### src/rtl/uart_tx_serializer.sv
// rtl/uart_tx_serializer.sv - UART frame serializer (start, data LSB first, optional parity, stop); optional macro UART_TX_HOLD_EN adds a one-entry hold register
module uart_tx_serializer #(
   parameter int DATA_WIDTH = 8
) (
   input  logic                  CLK,
   input  logic                  RST,
   input  logic [DATA_WIDTH-1:0] P_DATA,
   input  logic                  Data_Valid,
   input  logic                  PAR_EN,
   input  logic                  PAR_TYP,
   output logic                  in_ready,
   output logic                  TX_OUT,
   output logic                  Busy
);

   localparam int CW = (DATA_WIDTH > 1) ? $clog2(DATA_WIDTH) : 1;
   localparam logic [CW-1:0] LAST_BIT = CW'(DATA_WIDTH - 1);

   typedef enum logic [2:0] {
      S_IDLE,
      S_START,
      S_DATA,
      S_PARITY,
      S_STOP
   } state_t;

   state_t                r_state;
   state_t                w_state_nxt;
   logic [CW-1:0]         r_bit_cnt;
   logic [CW-1:0]         w_bit_cnt_nxt;
   logic [DATA_WIDTH-1:0] r_data;
   logic                  r_par_en;
   logic                  r_par_typ;
   logic                  r_tx;
   logic                  r_busy;
   logic                  w_tx_nxt;
   logic                  w_accept;
   logic                  w_load;
   logic [DATA_WIDTH-1:0] w_load_data;
   logic                  w_load_par_en;
   logic                  w_load_par_typ;

`ifdef UART_TX_HOLD_EN
   logic                  r_hold_full;
   logic [DATA_WIDTH-1:0] r_hold_data;
   logic                  r_hold_par_en;
   logic                  r_hold_par_typ;
   logic                  w_hold_pop;
   logic                  w_hold_push;

   // Ready whenever the single hold slot is free; reset forces not-ready.
   assign in_ready    = !r_hold_full && !RST;
   // An accepted word not consumed directly by the frame registers is queued.
   assign w_hold_push = w_accept && !(w_load && !w_hold_pop);
`else
   // Without the hold slot a word is only taken while the line is idle.
   assign in_ready = (r_state == S_IDLE) && !RST;
`endif

   assign w_accept = Data_Valid && in_ready;
   assign TX_OUT   = r_tx;
   assign Busy     = r_busy;

   // Next-state, frame-load selection and registered-output precompute.
   always_comb begin
      w_state_nxt    = r_state;
      w_bit_cnt_nxt  = r_bit_cnt;
      w_load         = 1'b0;
      w_load_data    = P_DATA;
      w_load_par_en  = PAR_EN;
      w_load_par_typ = PAR_TYP;
      w_tx_nxt       = 1'b1;
`ifdef UART_TX_HOLD_EN
      w_hold_pop     = 1'b0;
`endif
      case (r_state)
         S_IDLE: begin
            if (w_accept) begin
               w_load      = 1'b1;
               w_state_nxt = S_START;
            end
         end
         S_START: begin
            w_bit_cnt_nxt = '0;
            w_state_nxt   = S_DATA;
         end
         S_DATA: begin
            if (r_bit_cnt == LAST_BIT) begin
               w_state_nxt = r_par_en ? S_PARITY : S_STOP;
            end else begin
               w_bit_cnt_nxt = r_bit_cnt + 1'b1;
            end
         end
         S_PARITY: begin
            w_state_nxt = S_STOP;
         end
         S_STOP: begin
            w_state_nxt = S_IDLE;
`ifdef UART_TX_HOLD_EN
            // Queued word wins; otherwise a word arriving now passes straight through.
            if (r_hold_full) begin
               w_load         = 1'b1;
               w_hold_pop     = 1'b1;
               w_load_data    = r_hold_data;
               w_load_par_en  = r_hold_par_en;
               w_load_par_typ = r_hold_par_typ;
               w_state_nxt    = S_START;
            end else if (w_accept) begin
               w_load      = 1'b1;
               w_state_nxt = S_START;
            end
`endif
         end
         default: begin
            w_state_nxt = S_IDLE;
         end
      endcase

      // Line level for the state being entered; TX_OUT is registered.
      case (w_state_nxt)
         S_START:  w_tx_nxt = 1'b0;
         S_DATA:   w_tx_nxt = r_data[w_bit_cnt_nxt];
         S_PARITY: w_tx_nxt = r_par_typ ? ~(^r_data) : (^r_data);
         default:  w_tx_nxt = 1'b1;
      endcase
   end

   // State, counter, line and frame registers; reset aborts any frame.
   always_ff @(posedge CLK) begin
      if (RST) begin
         r_state   <= S_IDLE;
         r_bit_cnt <= '0;
         r_tx      <= 1'b1;
         r_busy    <= 1'b0;
         r_data    <= '0;
         r_par_en  <= 1'b0;
         r_par_typ <= 1'b0;
      end else begin
         r_state   <= w_state_nxt;
         r_bit_cnt <= w_bit_cnt_nxt;
         r_tx      <= w_tx_nxt;
         r_busy    <= (w_state_nxt != S_IDLE);
         if (w_load) begin
            r_data    <= w_load_data;
            r_par_en  <= w_load_par_en;
            r_par_typ <= w_load_par_typ;
         end
      end
   end

`ifdef UART_TX_HOLD_EN
   // One-entry hold slot: filled by a queued accept, emptied when STOP drains it.
   always_ff @(posedge CLK) begin
      if (RST) begin
         r_hold_full    <= 1'b0;
         r_hold_data    <= '0;
         r_hold_par_en  <= 1'b0;
         r_hold_par_typ <= 1'b0;
      end else if (w_hold_push) begin
         r_hold_full    <= 1'b1;
         r_hold_data    <= P_DATA;
         r_hold_par_en  <= PAR_EN;
         r_hold_par_typ <= PAR_TYP;
      end else if (w_hold_pop) begin
         r_hold_full <= 1'b0;
      end
   end
`endif

endmodule
### config.mk
export PLATFORM = sky130hd
export DESIGN_NAME = uart_tx_serializer
export DESIGN_NICKNAME = d
export VERILOG_FILES = /design/src/rtl/uart_tx_serializer.sv
export SDC_FILE = /design/constraint.sdc
export NUM_CORES = 1
export LEC_CHECK = 0
export BUFFER_PORTS_ARGS = -buffer_cell sky130_fd_sc_hd__buf_2
export CAP_MARGIN = 10
export CORE_UTILIZATION = 61
export CTS_BUF_LIST = sky130_fd_sc_hd__clkbuf_8
export CTS_CLUSTER_DIAMETER = 200
export DETAILED_ROUTE_END_ITERATION = 16
export GPL_TIMING_DRIVEN = 0
export PLACE_DENSITY_LB_ADDON = 0.25
export RECOVER_POWER = 100
export SYNTH_ARGS = -nofsm -noshare
export SYNTH_HDL_FRONTEND = slang
export SYNTH_SLANG_ARGS = --single-unit
### constraint.sdc
create_clock -name CLK -period 4.3 [get_ports CLK]
set_clock_uncertainty 0.05 [all_clocks]
set_input_delay 0.645 -clock CLK [delete_from_list [all_inputs] [get_ports CLK]]
set_output_delay 0.645 -clock CLK [all_outputs]
set_load 0.005 [all_outputs]
==> flow_summary.json <==
{
  "status": "complete, no violations",
  "ios": 16,
  "num_rows": 13,
  "cp-end-kind": "primary output",
  "drv_cap": 0,
  "synthTopCellsByArea": "dfxtp_1 (38%), a21oi_1 (7.8%), nand3_1 (5.7%), nand2_1 (5.1%), xnor2_1 (4.6%)",
  "syn_to_final_growth_pct": 13.80,
  "reg2reg_from": "r_bit_cnt[0]$_SDFF_PP0_",
  "async_flop_share_pct": 0,
  "synthFlopType": "dfxtp_1",
  "post-cts-setup-buffers": 0,
  "dr.pass1.iters": 4,
  "die_w_um": 41.69,
  "fmax_mhz": 371.7,
  "critical_path_required_ns": 3.61,
  "slowest_stage": "nor4_1",
  "min_period_ns": 2.691,
  "port_buffers": 14,
  "crit_fanout": 10,
  "grt_usage_pct": 25.59,
  "post-dp-hpwl_um": 1441,
  "clk_pin_slew_ns": 0.06,
  "hp-start": "r_par_typ$_SDFFE_PP0P_",
  "fin_tns_setup_ns": 0,
  "wl_per_cell_um": 14.35,
  "gp_congestion": 0.8117,
  "clock_latency_ns": 0.26,
  "clockRootBuffer": "clkbuf_8",
  "grt.overflow.total": 0,
  "fin_nets": 148,
  "regToRegSetupSlack_ns": 1.92,
  "grt_antenna_before_repair": 0,
  "crit_family": "buffers and inverters",
  "worstSetupStartpointType": "primary input",
  "crit_type": "primary input to primary output",
  "hold_viol": 0,
  "cts_tree": "yes",
  "r2r_end": "TX_OUT$_SDFF_PP1_",
  "max_stage_delay_ns": 0.58,
  "layout-drive-gt1-share_pct": 18.05,
  "drc_errors": 0,
  "tightest_slew_ns": 0.7163,
  "synth.area.mux_share_pct": 2.734,
  "crit_chain": "clkbuf_1 -> nor4_1 -> clkbuf_1 -> buf_2",
  "postCtsHoldBufs": 0,
  "synth_top_family_by_area": "simple AND/OR/NAND/NOR gates",
  "grt_pass1_wl_um": 3436,
  "fin_crit_sh_pct": 62.57,
  "ys_seq_area_share_pct": 37.50,
  "drt_iter0_drc": 55,
  "synth_simple_gate_area_share_pct": 24.74,
  "slew_headroom_pct": 51.80,
  "postRouteWirelength_um": 2124,
  "synth_seq_cells": 18,
  "synthDistinctLibCells": 39,
  "core_area_um2": 1383,
  "setup_viol": 0,
  "hold_depth": 2,
  "rsz0062_at_grt": "false",
  "htree_levels": 1,
  "hold_path_class": "flip-flop to flip-flop",
  "synth_top_area_share_pct": 37.50,
  "holdPathEnd": "r_par_typ$_SDFFE_PP0P_",
  "crit_buf_inv": 3,
  "routed_via_density": 6.203,
  "ys_warn_count": 0,
  "slew_viol_final": 0,
  "synthCells": 115,
  "syn_area_um2": 960.9,
  "start_util_pct": 69.50,
  "synth-edff-count": 0,
  "grt_max_degree": 11,
  "die_area_um2": 1738,
  "leakage_nw": 0.4363,
  "synthesis.nets": 129,
  "final_core_util_pct": 79.10,
  "synth-compound-area-share_pct": 19.66,
  "power_density_nw_per_um2": 346.5,
  "clkSinkCount": 18,
  "cpMostUsedCell": "clkbuf_1",
  "yosysTopAreaCell": "dfxtp_1",
  "cts_buffers": 3,
  "postRouteAntennaNets": 0,
  "grt_pass1_vias": 790,
  "avgSynthCellArea_um2": 8.356,
  "fillers": 88,
  "dr_total_vias": 918,
  "synthXorXnorAreaFrac_pct": 7.812,
  "cts_resized": 0,
  "rr_worst_depth": 8,
  "die_h_um": 41.69,
  "antenna_cells": 0,
  "synthAdderAreaFrac_pct": 1.302,
  "max-vdd-ir-drop_mv": 0.3230,
  "clockBufferDepth": 2,
  "arrival_ns": 2.00
}
stage by stage:
stage | instance area, um^2 | total power, W | setup WS (ns) | cells | hold slack, ns
finish | 1094 | 0.0003789 | 1.609 | 148 | 0.4212
global route | 1094 | 0.0003930 | 1.456 | 148 | 0.4359
CTS | 1105 | 0.0003786 | 1.766 | 148 | 0.4228
detailed placement | 1050 | 0.0002432 | 1.860 | 144 | 0.4125
global placement | 1050 | 0.0002411 | 1.875 | 144 | 0.3969
floorplan | 960.9 | 0.0002268 | 2.185 | 115 | 0.3863
cells in the final DEF, fill, tap and decap left out, types with 2 or more instances in the layout:
cell type and n:
inv_1 3, o21ai_0 2, nor2_1 6, nand2_1 14, dfxtp_1 18, xnor2_1 5, a31oi_1 2, nand3_1 11
nor3_1 3, nand2b_1 2, o211ai_1 2, clkbuf_8 4, clkbuf_1 5, a21oi_1 15, buf_2 16, and2_0 2
where the power goes:
group | switching (W) | leakage, nW | internal, W | total [W]
registers | 0.00000576 | 0.147 | 0.000174 | 0.000180
logic | 0.0000310 | 0.261 | 0.0000283 | 0.0000593
clock network | 0.0000580 | 0.0288 | 0.0000814 | 0.000139
total | 0.0000947 | 0.436 | 0.000284 | 0.000379
state kept, by name, indices dropped and copies added (netlist names):
register,flops
r_data,8
r_bit_cnt,3
r_state,3
Busy,1
TX_OUT,1
r_par_en,1
r_par_typ,1
kinds of logic (layout without fill, tap and decap cells):
logic type | after synthesis | count (layout)
AND/OR/NAND/NOR | 46 | 46
AO/OA/AOI/OAI | 30 | 30
XOR/XNOR | 7 | 7
multiplexers | 2 | 2
flip-flops | 18 | 18
buffers and inverters | 11 | 29
adder cells (fa/ha/maj) | 1 | 1
worst reg2reg max path: stages (launching register included):
cell and delay [ns]:
dfxtp_1 0.38, ha_1 0.20, nand2_1 0.19, a31oi_1 0.39, and2_0 0.18, clkbuf_1 0.27
mux2_4 0.34, o22ai_1 0.16, o211ai_1 0.12
routing by layer:
metal | global-route usage, % | vias to the layer above | share of wire [%]
met4 | 10.32 | 0 | 2.4
met5 | 0 | - | 0
met2 | 40.31 | 51 | 47
met1 | 33.61 | 414 | 44
met3 | 6.087 | 10 | 7.0
li1 | - | 443 | -
final cells by class:
cell class	count	area [um^2]	share of cell area (%)
buffer	8	40.04	3.661
tap	15	18.77	1.716
clock buffer	4	55.05	5.034
multi-input combinational	86	538.0	49.20
timing repair buffer	14	70.07	6.407
inverter	3	11.26	1.030
sequential	18	360.3	32.95
cells in the mapped netlist (2+ instances only):
master	instances
dfxtp_1	18
a21oi_1	15
nand2_1	13
nand3_1	11
nor2_1	6
xnor2_1	5
buf_2	3
clkbuf_1	3
inv_1	3
nor3_1	3
a31oi_1	2
and2_1	2
buf_6	2
nand2b_1	2
o211ai_1	2
o21ai_0	2
worst max-delay path by stage:
stage                     slack [ns]  start  cells after the start  endpoint
after detailed placement        1.86    RST                      4  in_ready
after global placement          1.88    RST                      4  in_ready
after floorplan                 2.18    RST                      3  in_ready
final                           1.61    RST                      4  in_ready
after CTS                       1.77    RST                      4  in_ready
after global routing            1.46    RST                      4  in_ready
Note: power is estimated with default switching activity, not from simulation.
